## src/rtl/edge_event_counter.sv

```systemverilog
// Counts synchronized rising edges of an asynchronous level input, with
// terminal-count pulse, sticky overflow and wrap/saturate selection.
module edge_event_counter #(
  parameter int WIDTH   = 4,
  parameter int MODULUS = 10,
  parameter bit WRAP    = 1'b1
) (
  input  logic             clk,
  input  logic             rst,
  input  logic             din,
  input  logic             en,
  input  logic             clr,
  output logic [WIDTH-1:0] count,
  output logic             edge_pulse,
  output logic             tc,
  output logic             ovf
);

  localparam logic [WIDTH-1:0] LAST = WIDTH'(MODULUS - 1);

  logic             s1;
  logic             s2;
  logic             s3;
  logic             rise;
  logic             at_last;
  logic [WIDTH-1:0] count_next;
  logic             tc_next;
  logic             ovf_next;

  // s1/s2 resolve metastability on din; s3 is the history used for edge detect.
  // rst is expected to be released synchronously by the surrounding logic.
  always_ff @(posedge clk or posedge rst) begin
    if (rst) begin
      s1 <= 1'b0;
      s2 <= 1'b0;
      s3 <= 1'b0;
    end else begin
      s1 <= din;
      s2 <= s1;
      s3 <= s2;
    end
  end

  assign rise    = s2 & ~s3;
  assign at_last = (count == LAST);

  always_comb begin
    count_next = count;
    tc_next    = 1'b0;
    ovf_next   = ovf;
    if (clr) begin
      count_next = '0;
      ovf_next   = 1'b0;
    end else if (rise && en) begin
      if (at_last) begin
        // With MODULUS == 2^WIDTH this is the natural binary rollover point.
        tc_next    = 1'b1;
        ovf_next   = 1'b1;
        count_next = WRAP ? '0 : LAST;
      end else begin
        count_next = count + WIDTH'(1);
      end
    end
  end

  always_ff @(posedge clk or posedge rst) begin
    if (rst) begin
      count      <= '0;
      edge_pulse <= 1'b0;
      tc         <= 1'b0;
      ovf        <= 1'b0;
    end else begin
      count      <= count_next;
      edge_pulse <= rise;
      tc         <= tc_next;
      ovf        <= ovf_next;
    end
  end

endmodule

```

## config.mk

```make
export PLATFORM = sky130hd
export DESIGN_NAME = edge_event_counter
export DESIGN_NICKNAME = d
export VERILOG_FILES = /design/src/rtl/edge_event_counter.sv
export SDC_FILE = /design/constraint.sdc
export NUM_CORES = 1
export LEC_CHECK = 0
export CAP_MARGIN = 20
export CELL_PAD_IN_SITES_DETAIL_PLACEMENT = 1
export CELL_PAD_IN_SITES_GLOBAL_PLACEMENT = 2
export CORE_MARGIN = 2
export CORE_UTILIZATION = 29
export CTS_CLUSTER_DIAMETER = 100
export DETAILED_ROUTE_END_ITERATION = 16
export PLACE_DENSITY = 0.78
export SYNTH_ARGS = -nofsm -noshare
export SYNTH_HDL_FRONTEND = slang
export SYNTH_SLANG_ARGS = --single-unit
```

## constraint.sdc

```tcl
create_clock -name clk -period 3.5 [get_ports clk]
set_input_delay 0.525 -clock clk [delete_from_list [all_inputs] [get_ports clk]]
set_output_delay 0.525 -clock clk [all_outputs]
set_load 0.1 [all_outputs]
```

### Yosys cells after proc, flatten, opt, wreduce, memory -nomap -nowiden

Index checks and enable logic that the tools add are counted.

* mux-type cells: 9
* bitwise operators: 2
* reductions and logical operators: 4
* add/sub/neg operators: 1
* eq/ne operators: 1

Operators with widths (count)
* $mux W4: 3
* $mux W1: 6
* $add A4 B1 Y4 const B: 1
* $eq A4 B4 Y1 const B: 1
* $reduce_bool A2 Y1: 2
* $reduce_and A2 Y1: 1
* $and A1 B1 Y1: 1
* $logic_and A1 B1 Y1: 1
* $not A1 Y1: 1

* output and inout port bits: 7
* bits in registers: 10

### Longest topological paths before layout

* word-level depth: 5
* depth in mapped cells: 5
* gate-level depth less buffers: 5

### Least setup slack after synthesis

Ideal clock, no wire load.

* path kind: register to register
* from: register count[0]
* to: register ovf
* period minus slack after synthesis: 1.909 ns
* cell stages (with the launch flop): 5
* data arrival time: 1.831 ns
* library setup time: 0.077 ns
* setup slack: 1.591 ns
* cell sequence: dfrtp_1 -> ha_1 -> nand2_1 -> or3_1 -> a21oi_1

* word-level cells in the longest chain between the ends: 3

RTL lines
* start, declared: RTL line 13 `output logic [WIDTH-1:0] count,`
* start signal, assigned: RTL line 73 `count <= count_next;`
* $eq A4 B4 Y1: RTL line 45 `assign at_last = (count == LAST);`
* $reduce_bool A2 Y1 (no source line)
* $reduce_and A2 Y1 (no source line)
* end signal, assigned: RTL line 76 `ovf <= ovf_next;`
* end, declared: RTL line 16 `output logic ovf`

Every way passes these cells.
A chain may end at the register's enable or synchronous reset.

### Final worst setup path

* from: register count[0]
* to: output port count[0]

No word-level cell between the ends.

==> results.toml <==
[timing]
max_slew_margin_pct = 34.9
final_hold_viol_count = 0
rsz0062_at_grt = "no"
worst_pin_slew_ns = 0.973
period_needed_ns = 2.40
setup_ws_ns = 1.10
fin_setup_tns_ns = 0
slew_viol_final = 0
timing.fmax_mhz = 417
skew_ns = 0.00622
fin_crit_sh_pct = 68.6
setup_violations = 0

[cts]
cts_sinks = 10
clockBufferDepth = 2
postCtsHoldBufs = 0
cts_resized = 0
htreeDepth = 1
postCtsSetupRepairBufs = 0
cts_inserted_buffers = 3
clk_latency_ns = 0.26
clkTransAtPathRegs_ns = 0.07
cts_tree = "yes"
root_buffer = "clkbuf_4"

[detailed_routing]
antenna_left = 0
drt-total-wl_um = 903
drc_errors = 0
via_count = 334
wl_met3_um = 44
dr.pass1.iters = 2
drt-met1-wl_um = 386
drt_iter0_markers = 1
wl_per_cell_um = 13.5
routed_via_density = 4.99
met2_length_um = 462
top_layer = "met4"

[setup_path]
worstPathArrival_ns = 1.88
max_stage_delay_ns = 1.17
start_kind = "flip-flop"
worstPathMaxFanout = 6
cp_num_buf_inv = 1
cp-end-kind = "output pin"
cp_slowest_cell = "clkdlybuf4s50_1"
crit_chain = "clkdlybuf4s50_1"
crit_type = "reg2out"
critical_path.top_delay_family = "buffers and inverters"
required_ns = 2.97

[synth]
synth_area_um2 = 429
netlist-cell-type-count = 18
synth_fp_nets = 44
ys_top_cells_by_area = "dfrtp_1 (58%), ha_1 (5.8%), nand3b_4 (4.7%), or3_1 (4.4%), inv_1 (3.5%)"
synth_top_family_by_area = "simple AND/OR/NAND/NOR gates"
ys_ff_latch = 10
ys_seq_area_share_pct = 58.3
yosysTopAreaCell = "dfrtp_1"
synth.top_cell.area_share_pct = 58.3
ys_warn_count = 0
synth_fa_ha_area_share_pct = 5.83
synthSimpleGateAreaFrac_pct = 22.7
avgSynthCellArea_um2 = 11.6
muxShareOfSynthArea_pct = 0
synthXorXnorAreaFrac_pct = 0
synth_compound_area_share_pct = 9.62
synth_cells = 37

[place]
io_buffers = 11
dp_hpwl_um = 719
dp_slack_ns = 1.39
gp_routability_congestion = 0.694
placed_area_um2 = 558

[die]
initial_core_util_pct = 32.2
chipWidth_um = 42.5
io_pins = 12
dieArea_mm2 = 0.00180
core_mm2 = 0.00133
fp.dieH_um = 42.5
num_rows = 13

[grt]
antenna_found_initial = 0
grt.total_usage_pct = 13.1
gr-total-overflow = 0
grt_pass1_vias = 391
grt_pass1_wl_um = 1680
grt_max_degree = 11

[layout]
area_delta_synth_final_pct = 38.5
antenna_cells = 0
finish.utilization_pct = 44.6
final_net_count = 60
final_area_um2 = 594
drive_gt1_share_pct = 9.62

[power]
leakagePower_nw = 0.257
ir_drop_uv = 134
p_per_area_mw_per_mm2 = 422

[hold_path]
hold_path.class = "reg2reg"

[status]
outcome = "finished, final reports clean"

[job]
cap_violations = 0
[sequential cells by signal (all words and copies together), names as in the netlist]
| signal | count |
|---|---|
| count | 4 |
| s3 | 1 |
| ovf | 1 |
| tc | 1 |
| s1 | 1 |
| edge_pulse | 1 |
| s2 | 1 |
[power by group]
| group | internal (mW) | total (mW) | leakage, nW | switching (mW) |
|---|---|---|---|---|
| Sequential | 0.119 | 0.121 | 0.131 | 0.00275 |
| Combinational | 0.00925 | 0.0271 | 0.105 | 0.0178 |
| Clock | 0.0631 | 0.102 | 0.0210 | 0.0394 |
[through the flow]
step                      power, mW  std cells  hold slack [ns]
after detailed placement      0.151         63            0.336
after CTS                     0.257         67            0.352
after global routing          0.267         67            0.371
final                         0.251         67            0.347
after floorplan               0.140         37            0.331
after global placement        0.150         63            0.332
[worst paths after layout]
path	cells after the start	from	slack, ns	to
min	0	s1$_DFF_PP0_	0.35	s2$_DFF_PP0_
min in group asynchronous	2	rst	0.53	count[0]$_DFFE_PP0P_
max in group asynchronous	2	rst	2.70	s2$_DFF_PP0_
max reg2reg	5	count[1]$_DFFE_PP0P_	2.12	ovf$_DFFE_PP0P_
min reg2reg	0	s1$_DFF_PP0_	0.35	s2$_DFF_PP0_
max	1	count[0]$_DFFE_PP0P_	1.10	count[0]
[cells by family (layout without fill, tap and decap cells)]
| family | after synthesis | count (layout) |
|---|---|---|
| AOI/OAI and AO/OA | 7 | 7 |
| buffers and inverters | 4 | 19 |
| DFF | 10 | 10 |
| and+or+nand+nor | 14 | 14 |
| adders and majority gates | 2 | 2 |
[layout by cell type, fill, tap and decap left out, drive strengths merged]
cell type	Yosys	final
nand3b	2	2
a31oi	1	1
a21oi	2	2
nor2b	1	1
o21ai	2	2
ha	2	2
nand3	2	2
clkbuf	0	4
nor2	1	1
dfrtp	10	10
nand4b	1	1
nand2b	1	1
or3	3	3
clkdlybuf4s50	0	11
inv	4	4
o31ai	2	2
nand2	2	2
and3b	1	1
[synth_stat cells, drive strengths merged]
library cell,number
o21ai,2
ha,2
nand3b,2
nand2b,1
dfrtp,10
a21oi,2
and3b,1
nand2,2
inv,4
a31oi,1
nor2b,1
o31ai,2
nand3,2
nand4b,1
or3,3
nor2,1
[per-layer routing]
layer  track usage [%]  up-vias
met1              14.8      164
li1                  -      159
met4              11.3        0
met3              3.45        2
met2              20.3        9
met5                 0        -
[layout make-up]
class / instances / area (um2)
tap: 15 / 18.8
timing repair buffer: 11 / 110
multi-input combinational: 23 / 164
sequential: 10 / 250
inverter: 4 / 15.0
clock buffer: 4 / 36.3
fill: 155 / 739
(Power assumes the default switching activity.)
